File: config.mk
export PLATFORM = sky130hd
export DESIGN_NAME = ppi_control_unit
export DESIGN_NICKNAME = d
export VERILOG_FILES = /design/src/rtl/ppi_control_unit.sv
export SDC_FILE = /design/constraint.sdc
export NUM_CORES = 1
export LEC_CHECK = 0
export BUFFER_PORTS_ARGS = -buffer_cell sky130_fd_sc_hd__clkbuf_2
export CAP_MARGIN = 5
export CORE_UTILIZATION = 57
export CTS_CLUSTER_SIZE = 40
export DETAILED_ROUTE_END_ITERATION = 10
export PLACE_DENSITY = 0.84
export SYNTH_ARGS = -nofsm -noshare
export SYNTH_HDL_FRONTEND = slang
export SYNTH_SLANG_ARGS = --single-unit
File: constraint.sdc
create_clock -name CLK -period 2.85 [get_ports CLK]
set_input_delay 0.1425 -clock CLK [delete_from_list [all_inputs] [get_ports CLK]]
set_output_delay 0.1425 -clock CLK [all_outputs]
set_load 0.05 [all_outputs]
File: src/rtl/ppi_control_unit.sv
// ppi_control_unit
// Write-side controller for a PPI-style parallel port block. A CPU write is
// captured while CS_n/WR_n are low and committed when WR_n rises, updating the
// mode word, the port output latches or a single port C bit (BSR). Port A
// supports mode-1 output handshake (OBF_A_n / ACK_A_n / INTR_A).
//
// Ports
//   CLK, RESET            clock, synchronous active-high reset
//   CS_n, WR_n, A, D_IN   CPU write interface
//   ACK_A_n               port A mode-1 acknowledge (active low)
//   MODE_WORD             latched mode control word
//   PORTA/B/C_OUT         output latches (PORTC_OUT has handshake bits merged)
//   PA/PB/PCU/PCL_DIR     group directions, 1=input 0=output
//   OBF_A_n, INTR_A       port A handshake outputs
//   MODE_ERR              mode word asks for an unsupported mode
//
// Write FSM
//   state  | meaning
//   IDLE   | no write in progress
//   ACTIVE | write strobe low, A/D_IN captured every cycle until WR_n rises
module ppi_control_unit (
    input  logic       CLK,
    input  logic       RESET,
    input  logic       CS_n,
    input  logic       WR_n,
    input  logic [1:0] A,
    input  logic [7:0] D_IN,
    input  logic       ACK_A_n,
    output logic [7:0] MODE_WORD,
    output logic [7:0] PORTA_OUT,
    output logic [7:0] PORTB_OUT,
    output logic [7:0] PORTC_OUT,
    output logic       PA_DIR,
    output logic       PB_DIR,
    output logic       PCU_DIR,
    output logic       PCL_DIR,
    output logic       OBF_A_n,
    output logic       INTR_A,
    output logic       MODE_ERR
);

    typedef enum logic {
        IDLE   = 1'b0,
        ACTIVE = 1'b1
    } wr_state_t;

    wr_state_t   state;
    wr_state_t   state_nx;
    logic        capture;
    logic        commit;
    logic [1:0]  a_cap;
    logic [7:0]  d_cap;
    logic [7:0]  mode_q;
    logic [7:0]  pa_q;
    logic [7:0]  pb_q;
    logic [7:0]  pc_q;
    logic        obf_n_q;
    logic        intr_q;
    logic        inte_q;
    logic        ack_q;
    logic        mode1a;
    logic [2:0]  bsr_sel;

    always_ff @(posedge CLK) begin
        if (RESET) begin
            state <= IDLE;
        end else begin
            state <= state_nx;
        end
    end

    // Rising WR_n completes the write even if CS_n rises in the same cycle.
    always_comb begin
        state_nx = state;
        case (state)
            IDLE:    if (!CS_n && !WR_n) state_nx = ACTIVE;
            ACTIVE:  if (WR_n || CS_n)   state_nx = IDLE;
            default: state_nx = IDLE;
        endcase
    end

    always_comb begin
        capture = 1'b0;
        commit  = 1'b0;
        case (state)
            IDLE:    capture = !CS_n && !WR_n;
            ACTIVE: begin
                capture = !CS_n && !WR_n;
                commit  = WR_n;
            end
            default: ;
        endcase
    end

    // Unsupported groups fall back to mode 0, so mode 1 needs a clean word.
    assign MODE_ERR = mode_q[6] | mode_q[2] | ((mode_q[6:5] == 2'b01) & mode_q[4]);
    assign mode1a   = (mode_q[6:5] == 2'b01) & ~mode_q[4] & ~MODE_ERR;
    assign bsr_sel  = d_cap[3:1];

    always_ff @(posedge CLK) begin
        if (RESET) begin
            a_cap   <= 2'b00;
            d_cap   <= 8'h00;
            mode_q  <= 8'h9B;
            pa_q    <= 8'h00;
            pb_q    <= 8'h00;
            pc_q    <= 8'h00;
            obf_n_q <= 1'b1;
            intr_q  <= 1'b0;
            inte_q  <= 1'b0;
            ack_q   <= 1'b1;
        end else begin
            ack_q <= ACK_A_n;
            if (capture) begin
                a_cap <= A;
                d_cap <= D_IN;
            end
            if (mode1a) begin
                if (!ACK_A_n) obf_n_q <= 1'b1;
                if (!ack_q && ACK_A_n) intr_q <= inte_q;
            end
            // Commit is applied after the ACK handling so it wins on a collision.
            if (commit) begin
                case (a_cap)
                    2'b00: begin
                        pa_q <= d_cap;
                        if (mode1a) begin
                            obf_n_q <= 1'b0;
                            intr_q  <= 1'b0;
                        end
                    end
                    2'b01: pb_q <= d_cap;
                    2'b10: begin
                        // Bits 7, 6, 3 carry handshake signals in mode 1.
                        if (mode1a) pc_q <= {pc_q[7:6], d_cap[5:4], pc_q[3], d_cap[2:0]};
                        else        pc_q <= d_cap;
                    end
                    default: begin
                        if (d_cap[7]) begin
                            mode_q  <= d_cap;
                            pa_q    <= 8'h00;
                            pb_q    <= 8'h00;
                            pc_q    <= 8'h00;
                            obf_n_q <= 1'b1;
                            intr_q  <= 1'b0;
                            inte_q  <= 1'b0;
                        end else if (mode1a && bsr_sel == 3'd6) begin
                            inte_q <= d_cap[0];
                        end else if (!(mode1a && (bsr_sel == 3'd7 || bsr_sel == 3'd3))) begin
                            pc_q[bsr_sel] <= d_cap[0];
                        end
                    end
                endcase
            end
        end
    end

    assign MODE_WORD = mode_q;
    assign PORTA_OUT = pa_q;
    assign PORTB_OUT = pb_q;
    assign PORTC_OUT = mode1a ? {obf_n_q, inte_q, pc_q[5:4], intr_q, pc_q[2:0]} : pc_q;
    assign PA_DIR    = mode_q[4];
    assign PCU_DIR   = mode_q[3];
    assign PB_DIR    = mode_q[1];
    assign PCL_DIR   = mode_q[0];
    assign OBF_A_n   = obf_n_q;
    assign INTR_A    = intr_q;

endmodule
==> metrics.yaml <==
outcome: "finished clean"
synth_area_leaders: "dfxtp_1, nand2_1, mux2i_1, nor2_1, a21oi_1"
start_util: 0.601
post-route-period-util: 0.703
grt_use_total: 0.248
holdBufCountCts: 0
layout-drive-gt1-share: 0.265
cts_sinks: 46
insertion_delay_ns: 0.30
end_kind: "register"
numPortBuffers: 52
synthAdderAreaFrac: 0.0226
synth-xor-area-share: 0
cp_cell_sequence: "inv_1 -> ha_1 -> nor4bb_1 -> a32oi_1 -> a311oi_1"
p_int_uw: 875
syn_area_um2: 2220
seq_area_um2: 921
grt_pass1_wl_um: 7820
setup_violations: 0
dieArea_um2: 4150
die_h_um: 64.4
routed_wl_um: 4700
grt_overflow: 0
htree_num_levels: 2
wl_per_cell_um: 13.7
coreArea_um2: 3690
drt_pass1_iterations: 4
hold_path_class: "input pin to register"
critPathRequiredTime_ns: 3.05
p_seq_frac: 0.578
synth_simple_gate_area_frac: 0.253
syn_inst: 260
synthMuxAreaShare: 0.0846
topRoutingLayerUsed: "met4"
comb_power_share: 0.068
hold_depth: 3
rsz0062_at_grt: "false"
worstPathMaxFanout: 12
crit_slowest_cell: "nor4bb_1"
ys.flop_type: "dfxtp_1"
cap_violations: 0
tightest_slew_ns: 0.926
via_count: 1902
clock_power_share: 0.354
timing.slew.headroom: 0.382
drv_slew: 0
p_sw_frac: 0.246
leakagePower_uw: 0.00105
synth_nets: 279
min_period_ns: 2.00
fin_nets: 312
ys_seq_area_frac: 0.415
cts_root_buf: "clkbuf_8"
wl_met1_um: 2030
antenna_found_initial: 0
fill_cells: 312
cts_resized: 0
synth-compound-area-share: 0.148
cp_data_arrival_time_ns: 2.20
clock_path_buffers: 2
pre_cts_slack_ns: 0.871
detail_route.vias_per_cell: 5.56
synth_cell_types: 43
synth_top_cell_by_area: "dfxtp_1"
numCtsBuffers: 5
ff2ff_path_depth: 5
avgSynthCellArea_um2: 8.53
cts_setup_buffers: 0
synth-seq-cells: 46
multi_input_area_um2: 1130
syn2layout_area_growth_pct: 12.9
n_antenna_cell: 0
initialDrtViolationCount: 110
wl_met3_um: 292
fmax_mhz: 499
hold_violations: 0
num_rows: 22
critPathMaxStageDelay_ns: 0.58
setup_tns_ns: 0
grt_max_degree: 50
drc: 0
async_flop_share: 0
synth_edf_count: 0
power.density_nw_per_um2: 463
fin_worst_skew_ns: 0.00383
ir_drop_mv: 0.411
ys_warn_count: 0
cts_tree: "built"
synth_top_area_share: 0.415
p_sw_uw: 285
cp-start-kind: "register"
dp_hpwl_um: 3130
grt_pass1_vias: 1733
setup_slack_ns: 0.845
critPathKind: "register to register"
clk_pin_slew_ns: 0.08
wl_met2_um: 2310
ant_nets: 0
die_x_um: 64.4
ioPinCount: 54
synth_top_family_by_area: "simple AND/OR/NAND/NOR gates"
place.gp.congestion: 0.745
power groups by stage:
stage	combinational [uW]	sequential [uW]	clock (uW)
floorplan	67.5	673	0
global placement	77.5	685	0
detailed placement	78.8	686	0
CTS	79.5	671	417
global route	88.1	673	451
finish	79.2	671	411
layer usage:
metal,GRT usage,vias to the layer above
met1,0.306,888
li1,-,950
met5,0,-
met3,0.0607,7
met4,0.0889,0
met2,0.414,57
state kept, by name (all words and copies together), names as in the netlist:
register,flops
d_cap,8
a_cap,2
pc_q,8
PORTA_OUT,8
inte_q,1
OBF_A_n,1
INTR_A,1
MODE_WORD,7
state,1
PORTB_OUT,8
ack_q,1
worst max-delay path, delay by kind of cell (launching register included):
kind,cells,cell delay (ns)
DFF,1,0.38
buffers and inverters,1,0.08
AOI/OAI and AO/OA,2,0.50
adders and majority gates,1,0.36
and+or+nand+nor,1,0.58
cell usage after synthesis, types with 2 or more instances:
cell / n
dfxtp_1: 46
nand2_1: 36
nor2_1: 30
a21oi_1: 21
clkbuf_1: 16
mux2i_1: 12
a22oi_1: 11
buf_4: 10
and2_1: 8
o21ai_0: 8
inv_1: 6
mux2_2: 6
nand3b_1: 5
ha_1: 4
nor2b_1: 3
nor3b_1: 3
or2_2: 3
a311oi_1: 2
a32oi_1: 2
and3b_1: 2
nor4_1: 2
nor4bb_1: 2
o21a_1: 2
placed cells by master, fill, tap and decap left out, types with 4 or more instances in the layout:
master	n
nand3b_1	5
mux2_2	6
a21oi_1	21
mux2i_1	12
inv_1	6
dfxtp_1	46
and2_1	8
clkbuf_2	52
clkbuf_8	6
ha_1	4
nand2_1	36
nor2_1	30
o21ai_0	8
a22oi_1	11
kinds of logic after synthesis:
kind of cell	after synthesis
adders and majority gates	4
AOI/OAI and AO/OA	52
muxes	18
other	1
buffers and inverters	34
and+or+nand+nor	105
DFF	46
path summary, 6_finish.rpt:
| kind | startpoint | end | slack (ns) |
|---|---|---|---|
| hold reg to reg | MODE_WORD[0] | MODE_WORD[0] | 0.50 |
| hold / removal | D_IN[6] | d_cap[6] | 0.05 |
| setup reg to reg | a_cap[0] | pc_q[5] | 0.85 |
| setup / recovery | a_cap[0] | pc_q[5] | 0.85 |
stage by stage:
step	utilization	power (uW)	cell area, um^2	hold WS (ns)	cells
2_1_floorplan	-	740	2220	0.249	260
3_3_place_gp	0.653	763	2410	0.367	334
3_5_place_dp	0.653	765	2410	0.373	334
4_1_cts	0.679	1170	2500	0.0547	342
5_1_grt	0.679	1210	2500	0.0476	342
6_report	0.679	1160	2500	0.0542	342
area by class of cell:
class                   count  share of cell area
well taps                  48              0.0240
clock inverters             2             0.00500
multi-input cells         180               0.452
repair buffers             54               0.110
flip-flops and latches     46               0.368
clock buffers               6              0.0330
inverters                   6             0.00899
(Power assumes the default switching activity.)
